`src/rtl/input_conditioner.sv`:
```
// -----------------------------------------------------------------------------
// input_conditioner
//
// Board-input front end: every raw push-button and slide switch bit gets its
// own synchroniser chain, debounce FSM and pulse register. Outputs are clean
// active-high levels plus single-cycle press/release/change pulses in clk.
//
// Ports:
//   clk          system clock
//   rst_n        synchronous reset, ACTIVE-HIGH despite the name (1 = reset)
//   btn_raw      asynchronous raw buttons (active-low when BTN_ACTIVE_LOW=1)
//   sw_raw       asynchronous raw switches
//   btn_level    debounced button state, 1 = pressed
//   btn_press    1-cycle pulse on accepted press (plus repeats, see below)
//   btn_release  1-cycle pulse on accepted release
//   sw_level     debounced switch state
//   sw_changed   1-cycle pulse on accepted switch change, either direction
//
// Optional feature macro: INPUT_CONDITIONER_AUTOREPEAT_EN
//   When defined, a held button emits extra btn_press pulses REPEAT_DELAY
//   cycles after the accepted press, then every REPEAT_PERIOD cycles.
//   When undefined, no repeat logic exists and each press pulses once.
// -----------------------------------------------------------------------------
module input_conditioner #(
  parameter int N_BTN           = 3,
  parameter int N_SW            = 9,
  parameter int SYNC_STAGES     = 2,
  parameter int DEBOUNCE_CYCLES = 1_000_000,
  parameter int BTN_ACTIVE_LOW  = 1,
  parameter int REPEAT_DELAY    = 25_000_000,
  parameter int REPEAT_PERIOD   = 5_000_000
) (
  input  logic             clk,
  input  logic             rst_n,
  input  logic [N_BTN-1:0] btn_raw,
  input  logic [N_SW-1:0]  sw_raw,
  output logic [N_BTN-1:0] btn_level,
  output logic [N_BTN-1:0] btn_press,
  output logic [N_BTN-1:0] btn_release,
  output logic [N_SW-1:0]  sw_level,
  output logic [N_SW-1:0]  sw_changed
);

  localparam int N_ALL = N_BTN + N_SW;
  localparam int CNT_W = $clog2(DEBOUNCE_CYCLES + 1);
  localparam logic [CNT_W-1:0] CNT_MAX = CNT_W'(DEBOUNCE_CYCLES);

  // Configurations outside the supported range leave this block in place as
  // a visible marker in the elaborated hierarchy.
  localparam bit CFG_OK = (SYNC_STAGES >= 2) && (SYNC_STAGES <= 4) &&
                          (DEBOUNCE_CYCLES >= 1) &&
                          (REPEAT_DELAY >= 1) && (REPEAT_PERIOD >= 1);
  if (!CFG_OK) begin : g_illegal_config
  end

`ifdef INPUT_CONDITIONER_AUTOREPEAT_EN
  localparam int REP_MAX = (REPEAT_DELAY > REPEAT_PERIOD) ? REPEAT_DELAY : REPEAT_PERIOD;
  localparam int REP_W   = $clog2(REP_MAX + 1);
`endif

  typedef enum logic {
    ST_STABLE  = 1'b0,
    ST_PENDING = 1'b1
  } state_t;

  // Buttons occupy the low bits, switches the high bits.
  logic [N_ALL-1:0] w_raw;
  logic [N_ALL-1:0] w_level;
  logic [N_ALL-1:0] w_rise;
  logic [N_ALL-1:0] w_fall;
  logic [N_BTN-1:0] w_rep;

  assign w_raw = {sw_raw, btn_raw};

  for (genvar gi = 0; gi < N_ALL; gi++) begin : g_bit
    // Raw idle level; for active-low buttons it is also the inversion mask,
    // so the debouncer always sees 1 = active.
    localparam logic INACT = ((gi < N_BTN) && (BTN_ACTIVE_LOW != 0)) ? 1'b1 : 1'b0;

    logic [SYNC_STAGES-1:0] r_sync;
    logic                   w_s;
    logic                   w_accept;
    state_t                 r_state;
    logic [CNT_W-1:0]       r_cnt;
    logic                   r_level;
    logic                   r_rise;
    logic                   r_fall;

    always_ff @(posedge clk) begin
      if (rst_n) begin
        r_sync <= {SYNC_STAGES{INACT}};
      end else begin
        r_sync <= {r_sync[SYNC_STAGES-2:0], w_raw[gi]};
      end
    end

    assign w_s      = r_sync[SYNC_STAGES-1] ^ INACT;
    // New value has held for the full debounce window this cycle.
    assign w_accept = (r_state == ST_PENDING) && (w_s != r_level) && (r_cnt == CNT_MAX);

    always_ff @(posedge clk) begin
      if (rst_n) begin
        r_state <= ST_STABLE;
        r_cnt   <= '0;
        r_level <= 1'b0;
        r_rise  <= 1'b0;
        r_fall  <= 1'b0;
      end else begin
        r_rise <= 1'b0;
        r_fall <= 1'b0;
        case (r_state)
          ST_STABLE: begin
            if (w_s != r_level) begin
              r_state <= ST_PENDING;
              r_cnt   <= CNT_W'(1);
            end
          end
          default: begin
            if (w_s == r_level) begin
              // Bounce back to the old value: drop the pending change.
              r_state <= ST_STABLE;
              r_cnt   <= '0;
            end else if (w_accept) begin
              r_level <= w_s;
              r_rise  <= w_s;
              r_fall  <= ~w_s;
              r_state <= ST_STABLE;
              r_cnt   <= '0;
            end else begin
              r_cnt <= r_cnt + CNT_W'(1);
            end
          end
        endcase
      end
    end

    assign w_level[gi] = r_level;
    assign w_rise[gi]  = r_rise;
    assign w_fall[gi]  = r_fall;

`ifdef INPUT_CONDITIONER_AUTOREPEAT_EN
    if (gi < N_BTN) begin : g_rep
      logic [REP_W-1:0] r_rep_cnt;
      logic             r_rep_periodic;
      logic             r_rep;
      logic [REP_W-1:0] w_rep_last;

      // r_rep_cnt holds cycles-since-last-pulse minus one, so the terminal
      // value is one less than the interval.
      assign w_rep_last = r_rep_periodic ? REP_W'(REPEAT_PERIOD - 1)
                                         : REP_W'(REPEAT_DELAY - 1);

      always_ff @(posedge clk) begin
        // Cleared while released and on the release-accept edge, so a
        // repeat can never coincide with btn_release.
        if (rst_n || !r_level || w_accept) begin
          r_rep_cnt      <= '0;
          r_rep_periodic <= 1'b0;
          r_rep          <= 1'b0;
        end else if (r_rep_cnt == w_rep_last) begin
          r_rep_cnt      <= '0;
          r_rep_periodic <= 1'b1;
          r_rep          <= 1'b1;
        end else begin
          r_rep_cnt <= r_rep_cnt + REP_W'(1);
          r_rep     <= 1'b0;
        end
      end

      assign w_rep[gi] = r_rep;
    end
`endif
  end

`ifndef INPUT_CONDITIONER_AUTOREPEAT_EN
  assign w_rep = '0;
`endif

  assign btn_level   = w_level[N_BTN-1:0];
  assign btn_press   = w_rise[N_BTN-1:0] | w_rep;
  assign btn_release = w_fall[N_BTN-1:0];
  assign sw_level    = w_level[N_ALL-1:N_BTN];
  assign sw_changed  = w_rise[N_ALL-1:N_BTN] | w_fall[N_ALL-1:N_BTN];

endmodule

```
`config.mk`:
```
export PLATFORM = sky130hd
export DESIGN_NAME = input_conditioner
export DESIGN_NICKNAME = d
export VERILOG_FILES = /design/src/rtl/input_conditioner.sv
export SDC_FILE = /design/constraint.sdc
export NUM_CORES = 1
export LEC_CHECK = 0
export ABC_AREA = 1
export CORE_MARGIN = 4
export CORE_UTILIZATION = 35
export CTS_CLUSTER_SIZE = 30
export DETAILED_ROUTE_END_ITERATION = 8
export PLACE_DENSITY = 0.57
export SKIP_CTS_REPAIR_TIMING = 1
export SLEW_MARGIN = 30
export SYNTH_ARGS = -nofsm -noshare
export SYNTH_HDL_FRONTEND = slang
export SYNTH_SLANG_ARGS = --single-unit
```
`constraint.sdc`:
```
create_clock -name clk -period 1.6 [get_ports clk]
set_clock_uncertainty 0.15 [all_clocks]
set_input_delay 0.32 -clock clk [delete_from_list [all_inputs] [get_ports clk]]
set_output_delay 0.32 -clock clk [all_outputs]
set_load 0.02 [all_outputs]
```
==> metrics.cfg, run 1 <==
[placement]
dp_hpwl_um = 31600
place_area_um2 = 20900
portBuffers = 40
gp_congestion = 0.867
placedCellCount = 3658

[routing]
wl_met3_um = 2030
viasPerCell = 4.94
routedWlPerCell_um = 13.2
drt-total-wl_um = 50400
met1_length_um = 22800
first_pass_iters = 5
drc = 0
top_layer_used = met4
dr_total_vias = 18800
antenna_left = 0
route.met2.wl_um = 24700
first_iter_violations = 956

[run_status]
violations = setup timing
status = finished, violations left

[synth]
synth_area_um2 = 17700
synth_area_per_cell_um2 = 6.49
synth_seq_cells = 312
ys_warn_count = 0
yosysSeqAreaShare_pct = 35.3
synth.distinct_cells = 49
synth_nets = 2765
synth_edf_count = 0
synthArstFlopShare_pct = 0
synth_cells = 2727
synthFlopType = dfxtp_1

[critical_path]
worstSetupPathType = flip-flop to output pin
crit_arrival_ns = 1.23
max_stage_delay_ns = 0.30
critPathRequiredTime_ns = 1.13
worstSetupStartpointType = flip-flop
path_cells = or2_4, buf_6
path_max_fanout = 1
crit_path_end = sw_changed[3]
r2r_slack_ns = -0.08
crit_path_top_delay_cell = dfxtp_1
worst_r2r_path_depth = 8
startpoint = g_bit[6].r_fall
rr_endpoint = g_bit[9].r_cnt[16]
crit_path_end_kind = output pin
r2r_start = g_bit[9].r_cnt[0]

[clock_tree]
cts_tree = done
clk-insertion-delay-late_ns = 0.56
root_buffer = clkbuf_16
clock-sinks = 312
numCtsBuffers = 39
clock_path_buffers = 3
htreeDepth = 2
path_clk_slew_ns = 0.05

[timing]
slew_headroom_pct = 74.9
hold_viol = 0
worst_pin_slew_ns = 0.377
rsz0062_at_grt = yes
timing.final.ws_setup_ns = -0.103
drv_slew = 0
finalSetupViolations = 63
fin_crit_sh_pct = 106
fmax_mhz = 587
hold_ws_ns = 0.0710
post-route-min-period_ns = 1.70

[global_route]
grt_pass1_wl_um = 75800
antenna_found_initial = 0
grt.overflow.total = 0
track_usage_pct = 16.0
grt_pass1_vias = 16800
grt_max_degree = 55

[final_layout]
n_antenna_cell = 0
synthToLayoutAreaGrowth_pct = 46.1
drive_gt1_share_pct = 39.0
layout_common_cells = nand2_1 (697), buf_4 (312), inv_1 (247), dfxtp_1 (204), nor2_1 (184)
final_common_cell = nand2_1
finalNetCount = 3145
stdcell_area_um2 = 25800
stdcell_count = 3810

[die]
die_h_um = 233
rows = 82
die_x_um = 233
initial_core_util_pct = 35.3
core-area_um2 = 50100
die_area_um2 = 54200
num_io_pins = 41

[job]
maxCapViolCount = 0

[pwr]
comb_power_share_pct = 5.0
cellPowerDensity_nw_per_um2 = 678
power_frac_clock_pct = 50.2
p_sw_mw = 4.13
power.total_mw = 17.5
internal_power_mw = 13.4
ir_worst_vdd_mv = 0.630
p_sw_share_pct = 23.6
leakagePower_nw = 9.63
pwr-share-seq_pct = 44.8

[worst_hold_path]
hold_class = primary input to flip-flop

## Yosys cell counts (11+ instances only)
cell | count | area, µm²
nand2_1 | 817 | 3070
a21oi_1 | 221 | 1110
inv_1 | 295 | 1110
a21oi_2 | 16 | 140
inv_2 | 18 | 67.6
nor3_1 | 60 | 300
nand2_2 | 18 | 113
buf_6 | 11 | 124
ha_1 | 24 | 300
clkbuf_1 | 26 | 97.6
o21ai_0 | 113 | 566
buf_2 | 20 | 100
nor2_4 | 14 | 158
nand4_1 | 67 | 419
nand3_1 | 197 | 986
dfxtp_1 | 312 | 6250
nor2_2 | 41 | 257
nand3_2 | 12 | 120
buf_4 | 28 | 210
xor2_1 | 36 | 315
nor2_1 | 276 | 1040
or2_2 | 19 | 119
## per-stage QoR
| step | setup TNS [ns] | util (%) | worst slack [ns] |
|---|---|---|---|
| finish | -2.62 | 51.6 | -0.103 |
| global route | -12.15 | 51.6 | -0.157 |
| CTS | -35.38 | 44.3 | -0.612 |
| detailed placement | -19.36 | 41.7 | -0.244 |
| global placement | -12.40 | 41.7 | -0.187 |
| floorplan | 0 | - | 0.0168 |
## critical path: cells and delay by family, from the launching register on
family	cells	cell delay, ns
DFF	1	0.30
buffers and inverters	1	0.13
and+or+nand+nor	1	0.26
## layer usage
| layer | global-route usage (%) | vias up |
|---|---|---|
| li1 | - | 9547 |
| met1 | 21.1 | 8888 |
| met2 | 27.4 | 334 |
| met3 | 2.88 | 63 |
| met4 | 3.75 | 0 |
| met5 | 0 | - |
## power by group through the flow
stage / Combinational, mW / Sequential (mW) / Clock, mW
after floorplan: 0.365 / 8.03 / 0
after global placement: 0.663 / 8.03 / 0
after detailed placement: 0.671 / 8.03 / 0
after CTS: 0.674 / 7.86 / 9.12
after global routing: 0.946 / 7.85 / 9.41
final: 0.878 / 7.84 / 8.80
## how the worst min path moves through the flow
stage,startpoint,endpoint,slack (ns),depth (start not counted)
after floorplan,g_bit[10].r_sync[0],g_bit[10].r_sync[1],0.24,2
after global placement,g_bit[8].r_sync[0],g_bit[8].r_sync[1],0.24,2
after detailed placement,g_bit[9].r_sync[0],g_bit[9].r_sync[1],0.25,2
after CTS,rst_n,g_bit[4].r_cnt[6],0.05,3
after global routing,rst_n,g_bit[5].r_cnt[11],0.06,3
final,rst_n,g_bit[5].r_cnt[11],0.07,3
## cell families after synthesis
family                     Yosys count  synth area share, %
and+or+nand+nor                   1562                 39.3
buffers and inverters              402                 9.76
AOI/OAI and AO/OA                  381                 11.7
DFF                                312                 35.3
xor gates and xnor gates            46                 2.28
adders and majority gates           24                 1.70
## final cells by class
type / count / area, µm²
Clock inverter: 18 / 160
Clock buffer: 54 / 1120
Fill cell: 4820 / 24200
Inverter: 314 / 1260
Sequential cell: 312 / 6450
Timing Repair inverter: 1 / 8.76
Tap cell: 672 / 841
Multi-Input combinational cell: 2023 / 12200
Timing Repair Buffer: 416 / 3800
## sequential cells by signal, indices dropped and copies added, names as in the netlist
| signal | flops |
|---|---|
| g_bit.r_cnt | 240 |
| g_bit.r_level | 12 |
| g_bit.r_sync | 24 |
| g_bit.r_state | 12 |
| g_bit.r_fall | 12 |
| g_bit.r_rise | 12 |
(Power assumes the default switching activity.)
==> inputs of run 2 (changes only) <==
CORE_MARGIN = not set   (was 4)
==> run 2 against run 1 <==
Against the previous run:
- the flow finishes with violations (DRC, setup timing)
- global-route usage grew 1.1 points
- worst setup slack lost 0.11 ns
- clock power up 5.3%
- non-clock buffer count decreased by 9
- sequential power about the same
- critical endpoint unchanged
==> metrics.cfg, run 2 (same netlist as run 1, synthesis figures left out) <==
[global_route]
track_usage_pct = 17.1  ; was 16.0%
grt_pass1_wl_um = 75100  ; was 75800 µm
grt_pass1_vias = 16900  ; was 16800
grt.overflow.total = 0  ; unchanged
antenna_found_initial = 0  ; unchanged
grt_max_degree = 58  ; was 55

[final_layout]
final_common_cell = nand2_1  ; unchanged
stdcell_count = 3797  ; was 3810
layout_common_cells = nand2_1 (687), buf_4 (302), inv_1 (254), dfxtp_1 (218), nor2_1 (195)  ; was nand2_1 (697), buf_4 (312), inv_1 (247), dfxtp_1 (204), nor2_1 (184)
top_regs = g_bit.r_cnt x240, g_bit.r_sync x24  ; unchanged
fillers = 4762  ; was 4820
drive_gt1_share_pct = 38.7  ; was 39.0%
finalNetCount = 3136  ; was 3145
top_register = g_bit.r_cnt  ; unchanged
n_antenna_cell = 0  ; unchanged
largest_reg_flops = 240  ; unchanged
synthToLayoutAreaGrowth_pct = 46.7  ; was 46.1%

[clock_tree]
cts_tree = done  ; unchanged
clock-sinks = 312  ; unchanged
htreeDepth = 2  ; unchanged
clock_path_buffers = 3  ; unchanged
clk-insertion-delay-late_ns = 0.56  ; about the same
path_clk_slew_ns = 0.05  ; about the same
root_buffer = clkbuf_16  ; unchanged
numCtsBuffers = 40  ; was 39

[timing]
fmax_mhz = 552  ; was 587 MHz
post-route-min-period_ns = 1.81  ; was 1.70 ns
timing.final.ws_setup_ns = -0.212  ; was -0.103 ns
rsz0062_at_grt = yes  ; unchanged
slew_headroom_pct = 75.5  ; was 74.9%
fin_crit_sh_pct = 113  ; was 106%
hold_viol = 0  ; unchanged
drv_slew = 0  ; unchanged
worst_pin_slew_ns = 0.367  ; was 0.377 ns
finalSetupViolations = 112  ; was 63

[critical_path]
crit_path_end_kind = output pin  ; unchanged
path_max_fanout = 1  ; unchanged
r2r_slack_ns = -0.09  ; was -0.08 ns
worstSetupPathType = flip-flop to output pin  ; unchanged
worstSetupStartpointType = flip-flop  ; unchanged
critPathRequiredTime_ns = 1.13  ; about the same
crit_arrival_ns = 1.34  ; was 1.23 ns

[job]
maxCapViolCount = 0  ; unchanged

[die]
die_area_um2 = 51400  ; was 54200 µm²
die_h_um = 227  ; was 233 µm
rows = 82  ; unchanged
num_io_pins = 41  ; unchanged
die_x_um = 227  ; was 233 µm
initial_core_util_pct = 35.4  ; was 35.3%
core-area_um2 = 50000  ; was 50100 µm²

[pwr]
cellPowerDensity_nw_per_um2 = 692  ; was 678 nW/µm²
leakagePower_nw = 9.89  ; was 9.63 nW
ir_worst_vdd_mv = 0.582  ; was 0.630 mV
power.total_mw = 18.0  ; was 17.5 mW

[routing]
routedWlPerCell_um = 13.1  ; was 13.2 µm
drt-total-wl_um = 49700  ; was 50400 µm
first_iter_violations = 902  ; was 956
viasPerCell = 4.87  ; was 4.94
first_pass_iters = 7  ; was 5
dr_total_vias = 18500  ; was 18800
drc = 2  ; was 0
antenna_left = 0  ; unchanged

[placement]
placedCellCount = 3653  ; was 3658
portBuffers = 40  ; unchanged
gp_congestion = 0.855  ; was 0.867
dp_hpwl_um = 30900  ; was 31600 µm

[run_status]
status = finished, violations left  ; unchanged
violations = DRC, setup timing  ; was setup timing

[worst_hold_path]
hold_class = primary input to flip-flop  ; unchanged

[run 2: cell types whose count changed in the layout (fill, tap and decap cells not counted), sizes merged]
| cell | delta |
|---|---|
| buf | -10 |
| bufinv | +3 |
| clkbuf | -6 |
| clkinvlp | -2 |
| dlymetal6s2s | +4 |
| nor2 | -2 |
[run 2: critical path, cell delays in order, from the launching register on]
cell and delay, ns:
dfxtp_1 0.29, or2_2 0.33, clkbuf_2 0.17
[run 2: area by class of cell]
class / count / area (µm²) / share of cell area, %
Tap cell: 672 / 841 / 3.24
Multi-Input combinational cell: 2021 / 12300 / 47.5
Timing Repair Buffer: 407 / 3730 / 14.4
Clock buffer: 51 / 1110 / 4.29
Timing Repair inverter: 2 / 31.3 / 0.121
Inverter: 314 / 1250 / 4.81
Sequential cell: 312 / 6430 / 24.8
Clock inverter: 18 / 223 / 0.858
[run 2: routing by layer]
layer	global-route usage, %	routed length [µm]	up-vias	share of wire [%]
met5	0	0	-	0
li1	-	-	9510	-
met4	5.82	998	0	2.0
met3	2.03	1260	70	2.5
met1	22.1	22800	8704	46
met2	29.4	24600	217	50
[run 2: final timing paths]
kind | from | cells past startpoint | end
worst min-delay path | rst_n | 4 | g_bit[4].r_cnt[0]
worst max register to register | g_bit[11].r_cnt[0] | 10 | g_bit[11].r_cnt[8]
worst min register to register | g_bit[8].r_sync[0] | 2 | g_bit[8].r_sync[1]
worst max-delay path | g_bit[6].r_fall | 2 | sw_changed[3]
[run 2: stage by stage]
| stage | TNS [ns] | hold WS [ns] | util [%] | setup WS [ns] | cell area, µm² |
|---|---|---|---|---|---|
| global placement | -12.97 | 0.242 | 41.7 | -0.177 | 20800 |
| CTS | -36.00 | -0.00521 | 44.4 | -0.620 | 22200 |
| detailed placement | -19.64 | 0.247 | 41.7 | -0.221 | 20800 |
| global route | -16.35 | 0.0260 | 51.9 | -0.256 | 25900 |
| floorplan | 0 | 0.238 | - | 0.0168 | 17700 |
| finish | -4.67 | 0.0331 | 51.9 | -0.212 | 25900 |
[run 2: where the power goes]
part	total, mW	leakage, nW	internal [mW]	switching, mW
sequential	7.85	2.57	7.79	0.0555
clock	9.27	0.669	5.71	3.56
combinational	0.842	6.65	0.339	0.503
total	18.0	9.89	13.8	4.12
==> inputs of run 3 (changes only) <==
PLACE_DENSITY = 0.55   (was 0.57)
clock period = 2.25 ns   (was 1.6 ns; I/O delays follow)
==> run 3 against run 2 <==
Against the previous run:
- the flow finishes with violations (DRC)
- largest cell class unchanged
- first-iteration DRC count rose by 7.2%
- clock-buffer cell count rose by 11
- critical path depth fell by 1
- register-to-register slack improved by 0.46 ns
- non-clock buffer count fell by 351
- power fell by 32%
- routed wire length fell by 17%
- highest routed layer unchanged
- sequential cell count did not move
==> metrics.cfg, run 3 (same netlist as run 1, synthesis figures left out) <==
[routing]
first_iter_violations = 967  ; was 902
antenna_left = 0  ; unchanged
dr_total_vias = 16600  ; was 18500
drt-total-wl_um = 41100  ; was 49700 µm
first_pass_iters = 8  ; was 7
drc = 1  ; was 2
routedWlPerCell_um = 12.0  ; was 13.1 µm
viasPerCell = 4.84  ; was 4.87

[timing]
fmax_mhz = 461
finalSetupViolations = 0  ; was 112
slew_headroom_pct = 62.1  ; was 75.5%
worst_pin_slew_ns = 0.567  ; was 0.367 ns
fin_crit_sh_pct = 96.5
hold_viol = 0  ; unchanged
drv_slew = 0  ; unchanged
post-route-min-period_ns = 2.17
rsz0062_at_grt = no  ; was yes

[critical_path]
path_depth = 1  ; was 2
startpoint = g_bit[8].r_level  ; was g_bit[6].r_fall
cp.buffers_inverters = 1  ; unchanged
r2r_slack_ns = 0.37  ; was -0.09 ns
worstSetupStartpointType = flip-flop  ; unchanged
worstSetupPathType = flip-flop to output pin  ; unchanged
path_max_fanout = 5  ; was 1
crit_path_end_kind = output pin  ; unchanged
rr_endpoint = g_bit[0].r_cnt[18]  ; was g_bit[11].r_cnt[8]
r2r_start = g_bit[0].r_cnt[1]  ; was g_bit[11].r_cnt[0]
crit_arrival_ns = 1.57  ; was 1.34 ns
critPathRequiredTime_ns = 1.65  ; was 1.13 ns
max_stage_delay_ns = 0.64  ; was 0.33 ns
crit_path_top_delay_cell = clkdlybuf4s50_1  ; was or2_2
crit_path_end = sw_level[5]  ; was sw_changed[3]
worst_r2r_path_depth = 9  ; was 10
path_cells = clkdlybuf4s50_1  ; was or2_2, clkbuf_2
critPathTopFamily = buffers and inverters  ; was simple AND/OR/NAND/NOR gates

[final_layout]
final_common_cell = nand2_1  ; unchanged
layout_common_cells = nand2_1 (817), dfxtp_1 (312), inv_1 (295), nor2_1 (276), a21oi_1 (221)  ; was nand2_1 (687), buf_4 (302), inv_1 (254), dfxtp_1 (218), nor2_1 (195)
drive_gt1_share_pct = 8.54  ; was 38.7%
fillers = 5295  ; was 4762
top_regs = g_bit.r_cnt x240, g_bit.r_sync x24  ; unchanged
largest_reg_flops = 240  ; unchanged
top_register = g_bit.r_cnt  ; unchanged
n_antenna_cell = 0  ; unchanged
synthToLayoutAreaGrowth_pct = 12.2  ; was 46.7%
finalNetCount = 2774  ; was 3136
stdcell_count = 3434  ; was 3797

[worst_hold_path]
hold_class = primary input to flip-flop  ; unchanged
worstHoldStart = rst_n  ; unchanged

[die]
die_h_um = 227  ; unchanged
core-area_um2 = 50000  ; unchanged
die_area_um2 = 51400  ; unchanged
rows = 82  ; unchanged
num_io_pins = 41  ; unchanged
initial_core_util_pct = 35.4  ; unchanged
die_x_um = 227  ; unchanged

[clock_tree]
clock-sinks = 312  ; unchanged
clock_path_buffers = 3  ; unchanged
numCtsBuffers = 39  ; was 40
path_clk_slew_ns = 0.05  ; about the same
root_buffer = clkbuf_16  ; unchanged
clk-insertion-delay-late_ns = 0.55  ; was 0.56 ns
cts_tree = done  ; unchanged
htreeDepth = 2  ; unchanged

[global_route]
grt_max_degree = 78  ; was 58
grt_pass1_wl_um = 71000  ; was 75100 µm
track_usage_pct = 16.2  ; was 17.1%
grt.overflow.total = 0  ; unchanged
antenna_found_initial = 1  ; was 0
grt_pass1_vias = 15300  ; was 16900

[pwr]
ir_worst_vdd_mv = 0.448  ; was 0.582 mV
leakagePower_nw = 7.05  ; was 9.89 nW
cellPowerDensity_nw_per_um2 = 616  ; was 692 nW/µm²
power.total_mw = 12.2  ; was 18.0 mW

[placement]
gp_congestion = 0.854  ; was 0.855
placedCellCount = 3367  ; was 3653
dp_hpwl_um = 28100  ; was 30900 µm
portBuffers = 40  ; unchanged

[run_status]
violations = DRC  ; was DRC, setup timing
status = finished, violations left  ; unchanged

[job]
maxCapViolCount = 0  ; unchanged

## run 3: cell count changes in the layout (fill, tap and decap cells not counted), sizes merged
cell / change
buf: -359
clkdlybuf4s50: +16
clkinv: -11
nor2: -7
dlymetal6s2s: +5
bufinv: -4
clkbuf: -2
clkinvlp: +2
inv: -2
and2: -1
## run 3: cell type report
class | count | area (µm²) | area share (%)
tap | 672 | 841 | 4.24
inverter | 314 | 1180 | 5.96
clock inverter | 5 | 55.1 | 0.277
clock buffer | 62 | 1220 | 6.17
multi-input combinational | 2013 | 9710 | 48.9
sequential | 312 | 6250 | 31.5
timing repair buffer | 56 | 587 | 2.96
## run 3: routing by layer
metal | up-vias | GRT usage, % | routed length, µm
li1 | 8729 | - | -
met1 | 7580 | 21.7 | 20500
met2 | 241 | 26.8 | 18200
met3 | 56 | 2.36 | 1600
met4 | 0 | 4.95 | 752
met5 | - | 0 | 0
## run 3: report_power, final
part | total, mW | internal (mW) | leakage, nW | switching (mW)
Clock | 6.25 | 3.82 | 0.624 | 2.43
Sequential | 5.60 | 5.56 | 2.52 | 0.0318
Combinational | 0.374 | 0.107 | 3.90 | 0.267
Total | 12.2 | 9.49 | 7.05 | 2.73
## run 3: worst reg2reg max path, delay by kind of cell (launching register included)
family,cells,cell delay [ns]
AO/OA/AOI/OAI,1,0.12
adder cells (fa/ha/maj),1,0.20
AND/OR/NAND/NOR,7,0.95
flip-flops,1,0.40
## run 3: worst min path at each step
stage | depth (start not counted) | to | slack (ns)
6_report | 2 | g_bit[8].r_sync[0] | 0.13
3_5_place_dp | 1 | g_bit[2].r_sync[1] | 0.25
5_1_grt | 2 | g_bit[8].r_sync[0] | 0.13
2_1_floorplan | 2 | g_bit[10].r_sync[1] | 0.24
3_3_place_gp | 2 | g_bit[8].r_sync[1] | 0.24
4_1_cts | 2 | g_bit[8].r_sync[0] | 0.11
## run 3: through the flow
step	setup WS, ns	util [%]	TNS [ns]	hold slack [ns]	instance area, µm²
detailed placement	0.405	37.1	0	0.246	18500
floorplan	0.667	-	0	0.238	17700
global route	0.000925	39.7	0	0.133	19900
finish	0.0797	39.7	0	0.135	19900
CTS	-0.108	39.7	-0.611	0.111	19800
global placement	0.439	37.1	0	0.241	18500
